--- config.mk ---
export PLATFORM = sky130hd
export DESIGN_NAME = prio_enc_seq
export DESIGN_NICKNAME = d
export VERILOG_FILES = /design/src/rtl/prio_enc_pkg.sv /design/src/rtl/prio_pick.sv /design/src/rtl/prio_enc_seq.sv
export SDC_FILE = /design/constraint.sdc
export NUM_CORES = 1
export LEC_CHECK = 0
export CAP_MARGIN = 20
export CORE_AREA = 4 4 44 46
export DETAILED_ROUTE_END_ITERATION = 8
export DIE_AREA = 0 0 48 50
export PLACE_DENSITY = 0.76
export SYNTH_ARGS = -nofsm -noshare
export SYNTH_HDL_FRONTEND = slang
export SYNTH_SLANG_ARGS = --single-unit
export TNS_END_PERCENT = 100
--- constraint.sdc ---
create_clock -name clk -period 2.7 [get_ports clk]
set_input_delay 0.27 -clock clk [delete_from_list [all_inputs] [get_ports clk]]
set_output_delay 0.27 -clock clk [all_outputs]
set_load 0.03 [all_outputs]
--- src/rtl/prio_enc_pkg.sv ---
// Shared types and helpers for the sequential priority encoder (prio_enc_seq).
package prio_enc_pkg;

    typedef enum logic {
        IDLE  = 1'b0,
        SERVE = 1'b1
    } state_t;

    // Index width for an n-entry request vector; never below one bit.
    function automatic int idx_width(input int n);
        return (n <= 2) ? 1 : $clog2(n);
    endfunction

endpackage

--- src/rtl/prio_pick.sv ---
// Combinational picker: first set index at/after start_i (with wrap), index = N-1-bit.
module prio_pick
    import prio_enc_pkg::*;
#(
    parameter  int N = 8,
    localparam int W = idx_width(N)
) (
    input  logic [N-1:0] mask_i,
    input  logic [W-1:0] start_i,
    output logic [W-1:0] idx_o,
    output logic         one_hot_o
);

    logic found;
    int   idx;

    // NOTE: every variable written here gets a default first, so no latch is inferred.
    always_comb begin
        idx_o = '0;
        found = 1'b0;
        idx   = 0;
        for (int k = 0; k < N; k++) begin
            idx = int'(start_i) + k;
            if (idx >= N) idx = idx - N;
            if (!found && mask_i[N-1-idx]) begin
                found = 1'b1;
                idx_o = W'(idx);
            end
        end
    end

    assign one_hot_o = (mask_i != '0) && ((mask_i & (mask_i - N'(1))) == '0);

endmodule

--- src/rtl/prio_enc_seq.sv ---
// Sequential priority encoder: captures a request vector, then emits one index per handshake.
// Define PRIO_ENC_RR_EN for round-robin search order; default build is fixed priority.
module prio_enc_seq
    import prio_enc_pkg::*;
#(
    parameter  int N = 8,
    localparam int W = idx_width(N)
) (
    input  logic         clk,
    input  logic         rst_n,
    input  logic [N-1:0] in,
    input  logic         in_valid,
    output logic         in_ready,
    output logic [W-1:0] out,
    output logic         out_valid,
    input  logic         out_ready,
    output logic         out_last,
    output logic         busy
);

    state_t       state_q, state_d;
    logic [N-1:0] pending_q, pending_d;
    logic [W-1:0] start_idx;
    logic [W-1:0] pick_idx;
    logic         pick_one;
    logic         out_hs;

`ifdef PRIO_ENC_RR_EN
    logic [W-1:0] ptr_q, ptr_d;
    assign start_idx = ptr_q;
`else
    assign start_idx = '0;
`endif

    prio_pick #(.N(N)) u_pick (
        .mask_i    (pending_q),
        .start_i   (start_idx),
        .idx_o     (pick_idx),
        .one_hot_o (pick_one)
    );

    assign in_ready  = (state_q == IDLE);
    assign out_valid = (state_q == SERVE);
    assign busy      = (pending_q != '0);
    assign out       = out_valid ? pick_idx : '0;
    assign out_last  = out_valid & pick_one;
    assign out_hs    = out_valid & out_ready;

    always_comb begin
        state_d   = state_q;
        pending_d = pending_q;
        unique case (state_q)
            IDLE: begin
                // A zero vector is accepted and dropped without leaving IDLE.
                if (in_valid && in != '0) begin
                    pending_d = in;
                    state_d   = SERVE;
                end
            end
            SERVE: begin
                if (out_ready) begin
                    pending_d = pending_q & ~(N'(1) << (N - 1 - int'(pick_idx)));
                    if (pick_one) state_d = IDLE;
                end
            end
            default: state_d = IDLE;
        endcase
    end

`ifdef PRIO_ENC_RR_EN
    always_comb begin
        ptr_d = ptr_q;
        if (out_hs) ptr_d = (pick_idx == W'(N - 1)) ? '0 : pick_idx + W'(1);
    end
`endif

    // NOTE: state registers use non-blocking assignments so all flops update together.
    always_ff @(posedge clk or negedge rst_n) begin
        if (!rst_n) begin
            state_q   <= IDLE;
            pending_q <= '0;
`ifdef PRIO_ENC_RR_EN
            ptr_q     <= '0;
`endif
        end else begin
            state_q   <= state_d;
            pending_q <= pending_d;
`ifdef PRIO_ENC_RR_EN
            ptr_q     <= ptr_d;
`endif
        end
    end

endmodule
## Yosys cells after proc, flatten, opt, wreduce, memory -nomap -nowiden

Cells that the tools add are included.

| storage, ports and cells | value |
|---|---|
| input bits | 12 |
| register bits | 9 |
| output and inout port bits | 7 |
| logic and storage cells | 54 |

| operators by class | value |
|---|---|
| shift-type cells | 1 |
| bitwise logic cells | 5 |
| equal/unequal tests | 2 |
| reduce and logical (&&, ||, !) cells | 20 |
| multiplexer cells | 22 |
| $add $sub $neg | 2 |

Operators by type and width:

| operator | count |
|---|---|
| 1-bit by 32-bit left shift with 8-bit output (first input constant) | 1 |
| 8-bit AND | 2 |
| 8-bit two-way mux | 2 |
| 8-bit one-hot mux with 2 select lines | 1 |
| 8-bit nonzero test | 2 |
| 3-bit two-way mux | 5 |
| 1-bit two-way mux | 11 |
| 1-bit logical AND | 9 |
| 8-bit zero test | 1 |
| 8-bit NOT | 1 |
| 8-bit by 1-bit subtractor with 8-bit output (second input constant) | 1 |
| 1-bit zero test | 7 |
| 2-bit two-way mux | 2 |
| 3-bit by 3-bit subtractor with 4-bit output (first input constant) | 1 |
| 2-bit by 1-bit inequality test with 1-bit output (second input constant) | 1 |
| 2-bit inequality test (second input constant) | 1 |
| 1-bit one-hot mux with 2 select lines | 1 |
| 2-bit AND reduction | 1 |
| 1-bit AND | 1 |
| 1-bit NOT | 1 |

## Longest topological paths before layout

| depth | value |
|---|---|
| depth after elaboration | 28 |
| gate-level depth with buffers | 5 |
| gate-level depth less buffers | 4 |

## Cells and area by module

Synthesis repeated with hierarchy kept, for this count alone.

| second synthesis, totals | value |
|---|---|
| cells, all modules | 188 |
| area total of the unflattened synthesis | 1550.2 µm² |

By module, submodules not included:

| module | cells an instance | area an instance (µm²) | sequential area each (µm²) | instances |
|---|---|---|---|---|
| prio_pick | 107 | 938.4 | 0.0 | 1 |
| prio_enc_seq | 81 | 611.8 | 225.2 | 1 |

## Least setup slack after synthesis

No wires, ideal clock.

| timing | value |
|---|---|
| path type | register to output |
| start | register state_q (netlist: out_valid) |
| end | output out[0] |
| path slack | 0.596 ns |
| arrival time | 1.834 ns |
| stages on the path, launching flop included | 3 |
| buffers on the path | 0 |
| path through | dfrtp_1 -> inv_1 -> nor4_1 |

| on the way | value |
|---|---|
| longest elaborated chain between the ends | 1 |

Ends and longest elaborated chain:

| what | line | source |
|---|---|---|
| start: declaration | prio_enc_seq.sv:21 | `state_t state_q, state_d;` |
| start signal: assignment | prio_enc_seq.sv:86 | `state_q <= state_d;` |
| 3-bit two-way mux | prio_enc_seq.sv:45 | `assign out = out_valid ? pick_idx : '0;` |
| end: declaration | prio_enc_seq.sv:14 | `output logic [W-1:0] out,` |

No other way between the ends.

## Worst setup path in the final report

| timing | value |
|---|---|
| start | register pending_q[4] |
| end | output out[2] |

| on the way | value |
|---|---|
| longest elaborated chain between the ends | 15 |

Ends and longest elaborated chain:

| what | line | source |
|---|---|---|
| start: declaration | prio_enc_seq.sv:22 | `logic [N-1:0] pending_q, pending_d;` |
| start signal: assignment | prio_enc_seq.sv:87 | `pending_q <= pending_d;` |
| 1-bit logical AND (*) | prio_pick.sv:25 | `if (!found && mask_i[N-1-idx]) begin` |
| 1-bit two-way mux (*) | prio_pick.sv:25 |  |
| 1-bit zero test | prio_pick.sv:25 |  |
| 1-bit logical AND | prio_pick.sv:25 |  |
| 1-bit two-way mux | prio_pick.sv:25 |  |
| 1-bit zero test | prio_pick.sv:25 |  |
| 1-bit logical AND | prio_pick.sv:25 |  |
| 1-bit two-way mux | prio_pick.sv:25 |  |
| 1-bit zero test | prio_pick.sv:25 |  |
| 1-bit logical AND | prio_pick.sv:25 |  |
| 1-bit two-way mux | prio_pick.sv:25 |  |
| 1-bit zero test | prio_pick.sv:25 |  |
| 1-bit logical AND | prio_pick.sv:25 |  |
| 3-bit two-way mux (*) | prio_pick.sv:25 |  |
| 3-bit two-way mux (*) | prio_enc_seq.sv:45 |  |

Mark *: on every way between the ends. The rest lies on a longest branch, timed or not.

==> impl_metrics.json <==
{
  "outcome": "finished clean",
  "coreArea_sq_um": 1510,
  "setup_tns_ns": 0,
  "dr_wl_met3_um": 161,
  "syn_inst": 90,
  "max_freq_ghz": 0.396,
  "drt_first_pass_iters": 4,
  "cts_tree": "yes",
  "routed_wl_mm": 2.13,
  "critPathMaxFanout": 9,
  "irDropWorstVdd_uv": 701,
  "htreeDepth": 1,
  "postRouteAntennaNets": 0,
  "synthArstFlopShare_pct": 100,
  "gr-usage-all-layers_pct": 20.3,
  "rr_startpoint": "pending_q[4]",
  "numCtsBuffers": 3,
  "cts_sinks": 9,
  "crit_slowest_cell": "clkdlybuf4s50_1",
  "ios": 19,
  "drv_slew": 0,
  "wl_met1_um": 957,
  "synth_edf_count": 0,
  "place.gp.congestion": 0.910,
  "dpl_cell_area_sq_um": 941,
  "dr.max_layer_used": "met4",
  "clockBufferDepth": 2,
  "finalNetCount": 120,
  "fp.dieW_um": 48,
  "rsz0062_at_grt": "false",
  "cp_data_arrival_time_ns": 2.26,
  "yosysWarnings": 0,
  "p_comb_share_pct": 63.8,
  "postCtsSetupBuffers": 0,
  "area_growth_pct": 27.4,
  "ys_seq_area_share_pct": 29.5,
  "vias": 825,
  "yosys_most_used_dff": "dfrtp_1",
  "grt_overflow_total": 0,
  "cts-root-buf": "clkbuf_4",
  "synth_area_sq_um": 763,
  "startpoint_type": "flop",
  "cpPeakStageDelay_ns": 0.67,
  "maxCapViolations": 0,
  "grt_pass1_wl_mm": 3.53,
  "tightest_slew_ns": 0.516,
  "clockPowerShare_pct": 8.8,
  "period_share_pct": 93.6,
  "worstPathCellList": "nor4_4 > and3_1 > clkdlybuf4s50_1",
  "internal-power_mw": 0.603,
  "crit_family": "simple AND/OR/NAND/NOR gates",
  "final-hold-violation-count": 0,
  "drcViolationCount": 0,
  "period_minus_slack_ns": 2.53,
  "post_cts_resize_count": 0,
  "clkTransAtPathRegs_ns": 0.06,
  "hp-class": "in -> async",
  "die_h_um": 50,
  "drive_gt1_share_pct": 12.1,
  "synth_nets": 102,
  "fin_area_sq_um": 972,
  "dr_wl_met2_um": 955,
  "clock_skew_ns": 0.00444,
  "pwr-share-seq_pct": 27.5,
  "synth.distinct_cells": 44,
  "clk_latency_ns": 0.26,
  "rows": 14,
  "hold_buffers": 0,
  "power_density_nw_per_um2": 1240,
  "required_ns": 2.43,
  "slew_headroom_pct": 65.3,
  "wire_per_inst_um": 17.3,
  "worst-path-buf-inv": 1,
  "antenna_cells": 0,
  "cp-startpoint": "pending_q[4]",
  "via_per_inst": 6.71,
  "first_global_vias": 748,
  "crit_type": "reg -> out",
  "start_util_pct": 50.7,
  "die_area_sq_um": 2400,
  "numPortBuffers": 18,
  "p_leak_nw": 0.403,
  "swShare_pct": 49.9,
  "grt_max_degree": 13,
  "ys_seq_elements": 9,
  "antenna_found_initial": 0,
  "end_kind": "output pin",
  "setup_violations": 0,
  "syn_avg_cell_area_sq_um": 8.48,
  "hpwl_mm": 1.55,
  "drt_iter0_markers": 39,
  "p_sw_mw": 0.600
}
[area by class of cell]
type                       instances  area [sq um]
multi-input combinational         68           474
sequential                         9           225
tap                               16          20.0
inverter                           5          18.8
clock buffer                       4          26.3
fill                             138           534
timing repair buffer              21           208
[layer usage]
layer | vias to the layer above | GRT usage [%]
li1 | 381 | -
met4 | 0 | 9.42
met5 | - | 0
met2 | 37 | 28.0
met3 | 7 | 1.82
met1 | 400 | 30.5
[state kept, by name, indices dropped and copies added (netlist names)]
name       count
pending_q      8
out_valid      1
[cell usage after synthesis (all sizes together) (2+ instances only)]
library cell / count / share of area, %
nor3: 2 / 1.3
nand4: 3 / 2.5
maj3: 2 / 2.6
nand2b: 2 / 1.6
nand2: 4 / 2.0
buf: 6 / 4.9
nand3: 4 / 2.6
inv: 5 / 2.5
clkbuf: 2 / 0.98
a22o: 3 / 3.4
o221ai: 3 / 4.3
or4: 3 / 3.4
dfrtp: 9 / 30
a21oi: 3 / 2.5
nor2b: 2 / 1.6
nor4: 2 / 3.6
nor2: 8 / 3.9
o31ai: 2 / 2.0
a32oi: 2 / 2.3
o21ai: 7 / 4.6
[stage by stage]
step,hold WS (ns),utilization (%),cells,power (mW),worst slack [ns]
5_1_grt,0.352,64.5,123,1.30,0.0332
3_5_place_dp,0.609,62.5,119,1.09,0.358
6_report,0.317,64.5,123,1.20,0.174
4_1_cts,0.328,64.2,123,1.20,0.0469
2_1_floorplan,-0.0256,-,90,0.877,0.596
3_3_place_gp,0.597,62.5,119,1.08,0.374
[cells by family (layout without fill, tap and decap cells)]
kind of cell    count (synthesis)  after routing  synth area share, %
compound gates                 29             29                 30.3
xor+xnor                        1              1                 1.15
fa+ha+maj                       2              2                 2.62
buf+inv                        13             30                 8.36
flops                           9              9                 29.5
simple gates                   36             36                 28.0
[cells in the final DEF, fill, tap and decap left out, types with 2 or more instances in the layout]
master / n
o21ai_1: 2
a21oi_1: 2
nor2_1: 8
o21ai_0: 5
clkbuf_4: 3
nand2b_1: 2
inv_1: 5
nor3_1: 2
buf_4: 3
a22o_1: 3
clkdlybuf4s50_1: 16
a32oi_1: 2
o221ai_1: 2
dfrtp_1: 9
or4_1: 2
nor2b_1: 2
o31ai_1: 2
dlymetal6s2s_1: 2
nand2_1: 4
nand4_1: 3
maj3_1: 2
nand3_1: 4
[final timing paths]
path / end / slack, ns / cells past startpoint
max: out[2] / 0.17 / 3
min: pending_q[5] / 0.32 / 1
max reg2reg: pending_q[2] / 0.84 / 4
min reg2reg: pending_q[2] / 0.68 / 2
max in group asynchronous: pending_q[2] / 2.07 / 1
min in group clk: pending_q[2] / 0.60 / 3
[power groups by stage]
stage / combinational [mW] / clock (mW) / sequential [mW]
floorplan: 0.635 / 0 / 0.242
global route: 0.840 / 0.116 / 0.342
CTS: 0.770 / 0.107 / 0.323
global placement: 0.761 / 0 / 0.323
finish: 0.767 / 0.106 / 0.330
detailed placement: 0.762 / 0 / 0.326
Note: power is estimated with default switching activity, not from simulation.
